$ cat config.mk
export PLATFORM = sky130hd
export DESIGN_NAME = prog_loader
export DESIGN_NICKNAME = d
export VERILOG_FILES = /design/src/rtl/prog_loader_pkg.sv /design/src/rtl/imem_ram.sv /design/src/rtl/prog_loader.sv
export SDC_FILE = /design/constraint.sdc
export NUM_CORES = 2
export LEC_CHECK = 0
export CORE_ASPECT_RATIO = 0.9
export CORE_MARGIN = 4
export CORE_UTILIZATION = 55
export DETAILED_ROUTE_END_ITERATION = 12
export GPL_TIMING_DRIVEN = 1
export PLACE_DENSITY = 0.71
export SETUP_SLACK_MARGIN = 0.05
export SLEW_MARGIN = 15
export SYNTH_ARGS = -nofsm -noshare
export SYNTH_HDL_FRONTEND = slang
export SYNTH_SLANG_ARGS = --single-unit
$ cat constraint.sdc
create_clock -name clk -period 9.1 [get_ports clk]
set_clock_uncertainty 0.15 [all_clocks]
set_input_delay 1.82 -clock clk [delete_from_list [all_inputs] [get_ports clk]]
set_output_delay 1.82 -clock clk [all_outputs]
set_load 0.03 [all_outputs]
$ cat src/rtl/prog_loader_pkg.sv
// Shared types and constants for the program loader and its instruction RAM.
package prog_loader_pkg;

  localparam int BITNESS = 16;
  localparam int WORD    = 16;
  localparam int INSTR_W = 16;

  localparam logic [INSTR_W-1:0] FILL_DEFAULT = 16'h0000;

  typedef enum logic [1:0] {
    ST_IDLE = 2'd0,
    ST_LOAD = 2'd1,
    ST_RUN  = 2'd2,
    ST_STOP = 2'd3
  } state_t;

endpackage

$ cat src/rtl/imem_ram.sv
// Instruction RAM: one synchronous write port, one asynchronous read port, contents not reset.
module imem_ram #(
  parameter int DEPTH = 256,
  parameter int AW    = $clog2(DEPTH),
  parameter int W     = 16
) (
  input  logic          clk,
  input  logic          we,
  input  logic [AW-1:0] waddr,
  input  logic [W-1:0]  wdata,
  input  logic [AW-1:0] raddr,
  output logic [W-1:0]  rdata
);

  logic [W-1:0] mem [DEPTH];

  always_ff @(posedge clk) begin
    if (we) mem[waddr] <= wdata;
  end

  assign rdata = mem[raddr];

endmodule

$ cat src/rtl/prog_loader.sv
// Program loader: holds the core in reset while the host streams a program, then runs it.
// Optional build macro PROG_LOADER_CHECKSUM_EN enables the additive checksum of loaded words.
//
//   state   | meaning
//   IDLE    | core held in reset, waiting for load_start
//   LOAD    | accepting host words into the instruction RAM
//   RUN     | core released, instructions served from cpu_pc
//   STOP    | run ended (run-off or budget), core held in reset
module prog_loader
  import prog_loader_pkg::*;
#(
  parameter int                 DEPTH = 256,
  parameter logic [INSTR_W-1:0] FILL  = FILL_DEFAULT
) (
  input  logic                     clk,
  input  logic                     rst,
  input  logic                     load_start,
  input  logic [BITNESS-1:0]       cycle_limit,
  input  logic                     ld_valid,
  output logic                     ld_ready,
  input  logic [INSTR_W-1:0]       ld_data,
  input  logic                     ld_last,
  output logic                     cpu_rst,
  input  logic [BITNESS-1:0]       cpu_pc,
  output logic [INSTR_W-1:0]       cpu_instr,
  output logic [1:0]               state,
  output logic                     done,
  output logic                     err,
  output logic [$clog2(DEPTH):0]   prog_len,
  output logic [INSTR_W-1:0]       checksum
);

  localparam int AW    = $clog2(DEPTH);
  localparam int LEN_W = AW + 1;

  state_t              state_q, state_d;
  logic                cpu_rst_q, cpu_rst_d;
  logic                done_q, done_d;
  logic                err_q;
  logic [LEN_W-1:0]    len_q;
  logic [BITNESS-1:0]  cnt_q, limit_q;
  logic [INSTR_W-1:0]  ram_rdata;
  logic                xfer, last_slot, pc_in_range, budget_hit;

  assign ld_ready    = (state_q == ST_LOAD) && !load_start;
  assign xfer        = ld_valid && ld_ready;
  assign last_slot   = (len_q == LEN_W'(DEPTH - 1));
  // Widen both sides so any cpu_pc beyond DEPTH compares correctly.
  assign pc_in_range = ({1'b0, cpu_pc} < (BITNESS + 1)'(len_q));
  assign budget_hit  = (limit_q != '0) && (cnt_q == limit_q - BITNESS'(1));

  always_ff @(posedge clk or posedge rst) begin
    if (rst) begin
      state_q   <= ST_IDLE;
      cpu_rst_q <= 1'b1;
      done_q    <= 1'b0;
    end else begin
      state_q   <= state_d;
      cpu_rst_q <= cpu_rst_d;
      done_q    <= done_d;
    end
  end

  always_comb begin
    state_d = state_q;
    if (load_start) begin
      state_d = ST_LOAD;
    end else begin
      case (state_q)
        ST_IDLE: state_d = ST_IDLE;
        ST_LOAD: begin
          if (xfer && ld_last)        state_d = ST_RUN;
          else if (xfer && last_slot) state_d = ST_IDLE;
        end
        ST_RUN:  if (!pc_in_range || budget_hit) state_d = ST_STOP;
        ST_STOP: state_d = ST_STOP;
        default: state_d = ST_IDLE;
      endcase
    end
  end

  always_comb begin
    cpu_rst_d = (state_d != ST_RUN);
    done_d    = (state_d == ST_STOP) && (state_q != ST_STOP);
  end

  always_ff @(posedge clk or posedge rst) begin
    if (rst) begin
      err_q   <= 1'b0;
      len_q   <= '0;
      cnt_q   <= '0;
      limit_q <= '0;
    end else if (load_start) begin
      err_q   <= 1'b0;
      len_q   <= '0;
      cnt_q   <= '0;
      limit_q <= cycle_limit;
    end else begin
      if (xfer) len_q <= len_q + LEN_W'(1);
      if (xfer && last_slot && !ld_last) err_q <= 1'b1;
      if (state_q == ST_RUN) cnt_q <= cnt_q + BITNESS'(1);
    end
  end

`ifdef PROG_LOADER_CHECKSUM_EN
  logic [INSTR_W-1:0] sum_q;
  always_ff @(posedge clk or posedge rst) begin
    if (rst)             sum_q <= '0;
    else if (load_start) sum_q <= '0;
    else if (xfer)       sum_q <= sum_q + ld_data;
  end
  assign checksum = sum_q;
`else
  assign checksum = '0;
`endif

  imem_ram #(.DEPTH(DEPTH), .AW(AW), .W(INSTR_W)) u_imem (
    .clk   (clk),
    .we    (xfer),
    .waddr (len_q[AW-1:0]),
    .wdata (ld_data),
    .raddr (cpu_pc[AW-1:0]),
    .rdata (ram_rdata)
  );

  assign cpu_instr = pc_in_range ? ram_rdata : FILL;
  assign cpu_rst   = cpu_rst_q;
  assign done      = done_q;
  assign err       = err_q;
  assign prog_len  = len_q;
  assign state     = state_q;

endmodule

==> summary.md <==
| Metric | Value |
|---|---|
| Status | finished clean |
| Arr. time, crit path | 6.63 ns |
| Post-DP HPWL | 264000 um |
| Clock Power Share | 40.8% |
| Die H | 523 um |
| Synth Instances | 8141 |
| Initial antenna violation count | 22 |
| Depth of the CTS H-tree | 5 |
| Post_cts resized | 0 |
| Count leader, synth | edfxtp_1 |
| DRC viols | 0 |
| Final std cells w/o fill | 12794 |
| CP most frequent cell | buf_4 |
| Fillers | 19771 |
| TritonCTS clock tree | done |
| GRT overflow | 0 |
| Slowest stage cell, crit path | nor4_1 |
| Core Area | 293000 um2 |
| Total Routed Length | 452000 um |
| Vias in the first global route | 84519 |
| Total Nets Final | 8637 |
| Root Buffer | clkbuf_16 |
| Synth Area per Inst | 19.9 um2 |
| Worst IR drop on VDD | 0.177 mV |
| Drt via density | 6.82 |
| Critical path launch point type | input port |
| Die X | 581 um |
| Logic gate share of total power | 5.3% |
| IO Pins | 100 |
| Fin crit period | 8.60 ns |
| Synthesized flop and latch total | 4142 |
| Sequential share of the synthesized area | 76.5% |
| Complex-gate fraction of the synthesized area | 4.97% |
| # rows | 188 |
| Worst Max-Slew Pin Slew | 1.37 ns |
| Internal power | 30600 uW |
| First-pass GRT wire length | 637000 um |
| Cell variety after synth | 76 |
| Area share of the largest cell type after synthesis | 75.7% |
| DRT iter0 DRCs | 14419 |
| Sw frac | 21.5% |
| Synth Area in XOR/XNOR | 0.205% |
| Fraction of registers with async set/reset | 1.11% |
| Max-cap violations | 0 |
| NetSw | 8390 uW |
| Prevailing post-synth register cell | edfxtp_1 |
| CTS sink count | 4142 |
| Per-cell routed wire length | 35.4 um |
| Max clock buf depth | 4 |
| Critical path type | in2out |
| Static Leak | 0.0588 uW |
| Yosys warns | 0 |
| Power per Cell Area | 215 nW/um2 |
| CTS clk-pin slew, worst paths | 0.06 ns |
| Initial Util | 55.5% |
| EDFF count, synth | 4096 |
| Mux cell area share after synthesis | 13.9% |
| Post-CTS Setup Inserts | 0 |
| Largest family of logic cells by synthesized area | multiplexers |
| F_max | 116 MHz |
| Slew Viols, Final | 0 |
| Area growth syn-to-layout | 11.9% |
| CP max FO | 67 |
| Data required time of the worst path | 7.13 ns |
| Fin crit share | 94.5% |
| Cell Area, Synth | 162000 um2 |
| Setup violations, final | 0 |
| Inserted Clock Buffers | 394 |
| Placed cells | 12068 |
| Synth Area in Simple Gates | 2.23% |
| Crit-path max cell delay | 0.98 ns |
| Max_slew headroom | 8.04% |
| Antenna Nets Post-Route | 0 |
| Synthesized-area fraction occupied by adder cells | 0.116% |
| Sequential share of power | 53.8% |
| Largest net degree at the start of global routing | 153 |
| Share of cells above drive strength 1 | 19.6% |
| DRT Pass-1 Iters | 6 |
| Total number of vias | 87202 |
| Cell taking the most area after synthesis | edfxtp_1 |
| Buffers added on ports | 83 |
| Setup repair after global routing missed its margin | false |
| GP Congestion | 0.890 |
| Synth cell count leaders | edfxtp_1, mux2i_1, mux4_2 |
| Hold Crit Class | reg2reg |
| Gr usage total | 29.4% |
| Endpoint class of the critical path | primary output |
| Synth top area cells | edfxtp_1, mux4_2, mux2i_1 |
| Hold_buf cts | 0 |
| Cells along the critical path | buf_16 -> buf_4 -> buf_4 -> mux4_2 -> o21ai_0 -> a211oi_1 -> buf_4 -> nor4_1 -> nand3_1 -> a22o_1 -> buf_4 |
| Die Area | 304000 um2 |
| Setup TNS | 0 ns |
| Fin. Hold Viols | 0 |
| Clk_lat worst skew | 0.90 ns |
cells by family (layout without fill, tap and decap cells):
| kind of cell | Yosys count | in the layout |
|---|---|---|
| flops | 4142 | 4142 |
| buf+inv | 542 | 1277 |
| xor+xnor | 38 | 38 |
| other cells | 1 | 24 |
| fa+ha+maj | 15 | 15 |
| compound gates | 1089 | 1089 |
| mux | 1511 | 1511 |
| simple gates | 803 | 803 |
per-stage QoR:
step                cell area (um2)  util (%)  hold WS, ns  worst slack, ns  power [uW]
floorplan                    162000         -        0.367             3.13       22500
global placement             169000      57.8        0.333            0.563       23400
detailed placement           169000      57.8        0.384            0.573       23400
CTS                          182000      62.1        0.399            0.559       39100
global route                 182000      62.1        0.425            0.624       40000
finish                       182000      62.1        0.391            0.499       39000
routing by layer:
layer | vias up | track usage (%) | wire length [um]
met2 | 6243 | 44.4 | 206000
met3 | 917 | 7.21 | 57000
met5 | - | 0 | 116
met1 | 45264 | 41.7 | 168000
li1 | 34760 | - | -
met4 | 18 | 11.8 | 21200
critical path: cells and delay by family:
| kind | cells | cell delay, ns |
|---|---|---|
| buffers and inverters | 5 | 1.63 |
| and+or+nand+nor | 2 | 1.52 |
| AOI/OAI and AO/OA | 3 | 0.89 |
| muxes | 1 | 0.53 |
path summary, 6_finish.rpt:
kind | startpoint | endpoint | slack [ns] | cells after the start
worst min register to register | err | err | 0.39 | 2
min in group asynchronous | rst | limit_q[2] | 1.32 | 2
worst max register to register | state[1] | u_imem.mem[252][0] | 4.79 | 6
worst max-delay path | cpu_pc[0] | cpu_instr[15] | 0.50 | 11
max in group asynchronous | rst | cnt_q[14] | 6.87 | 2
worst min-delay path | err | err | 0.39 | 2
flip-flops by register name, summed over array words and instances (netlist names):
name	flops
u_imem.mem	4096
cnt_q	16
prog_len	9
err	1
done	1
state	2
limit_q	16
cpu_rst	1
final cells by class:
class,count,area (um2),area share (%)
clock inverter,217,1830,1.01
timing repair buffer,536,5020,2.76
multi-input combinational,3472,35100,19.3
clock buffer,501,10600,5.82
antenna,8,20.0,0.0110
tap,3895,4870,2.68
sequential,4142,124000,68.3
inverter,23,103,0.0565
cell usage in the layout (no fill, tap or decap), types with 72 or more instances in the layout:
cell	count
a211oi_1	91
a21oi_1	103
a221o_1	120
a221oi_1	295
a22oi_1	72
buf_4	412
clkbuf_1	88
clkbuf_16	405
clkinv_1	86
clkinv_2	74
edfxtp_1	4096
mux2i_1	890
mux4_2	584
nand2_1	85
nor2_1	326
nor3_1	118
o21ai_0	226
power groups by stage:
stage	logic (uW)	clock network, uW	registers [uW]
floorplan	1090	0	21400
global placement	2010	0	21400
detailed placement	2050	0	21400
CTS	2050	16000	21000
global route	2170	16900	21000
finish	2080	15900	21000
Note: power is estimated with default switching activity, not from simulation.
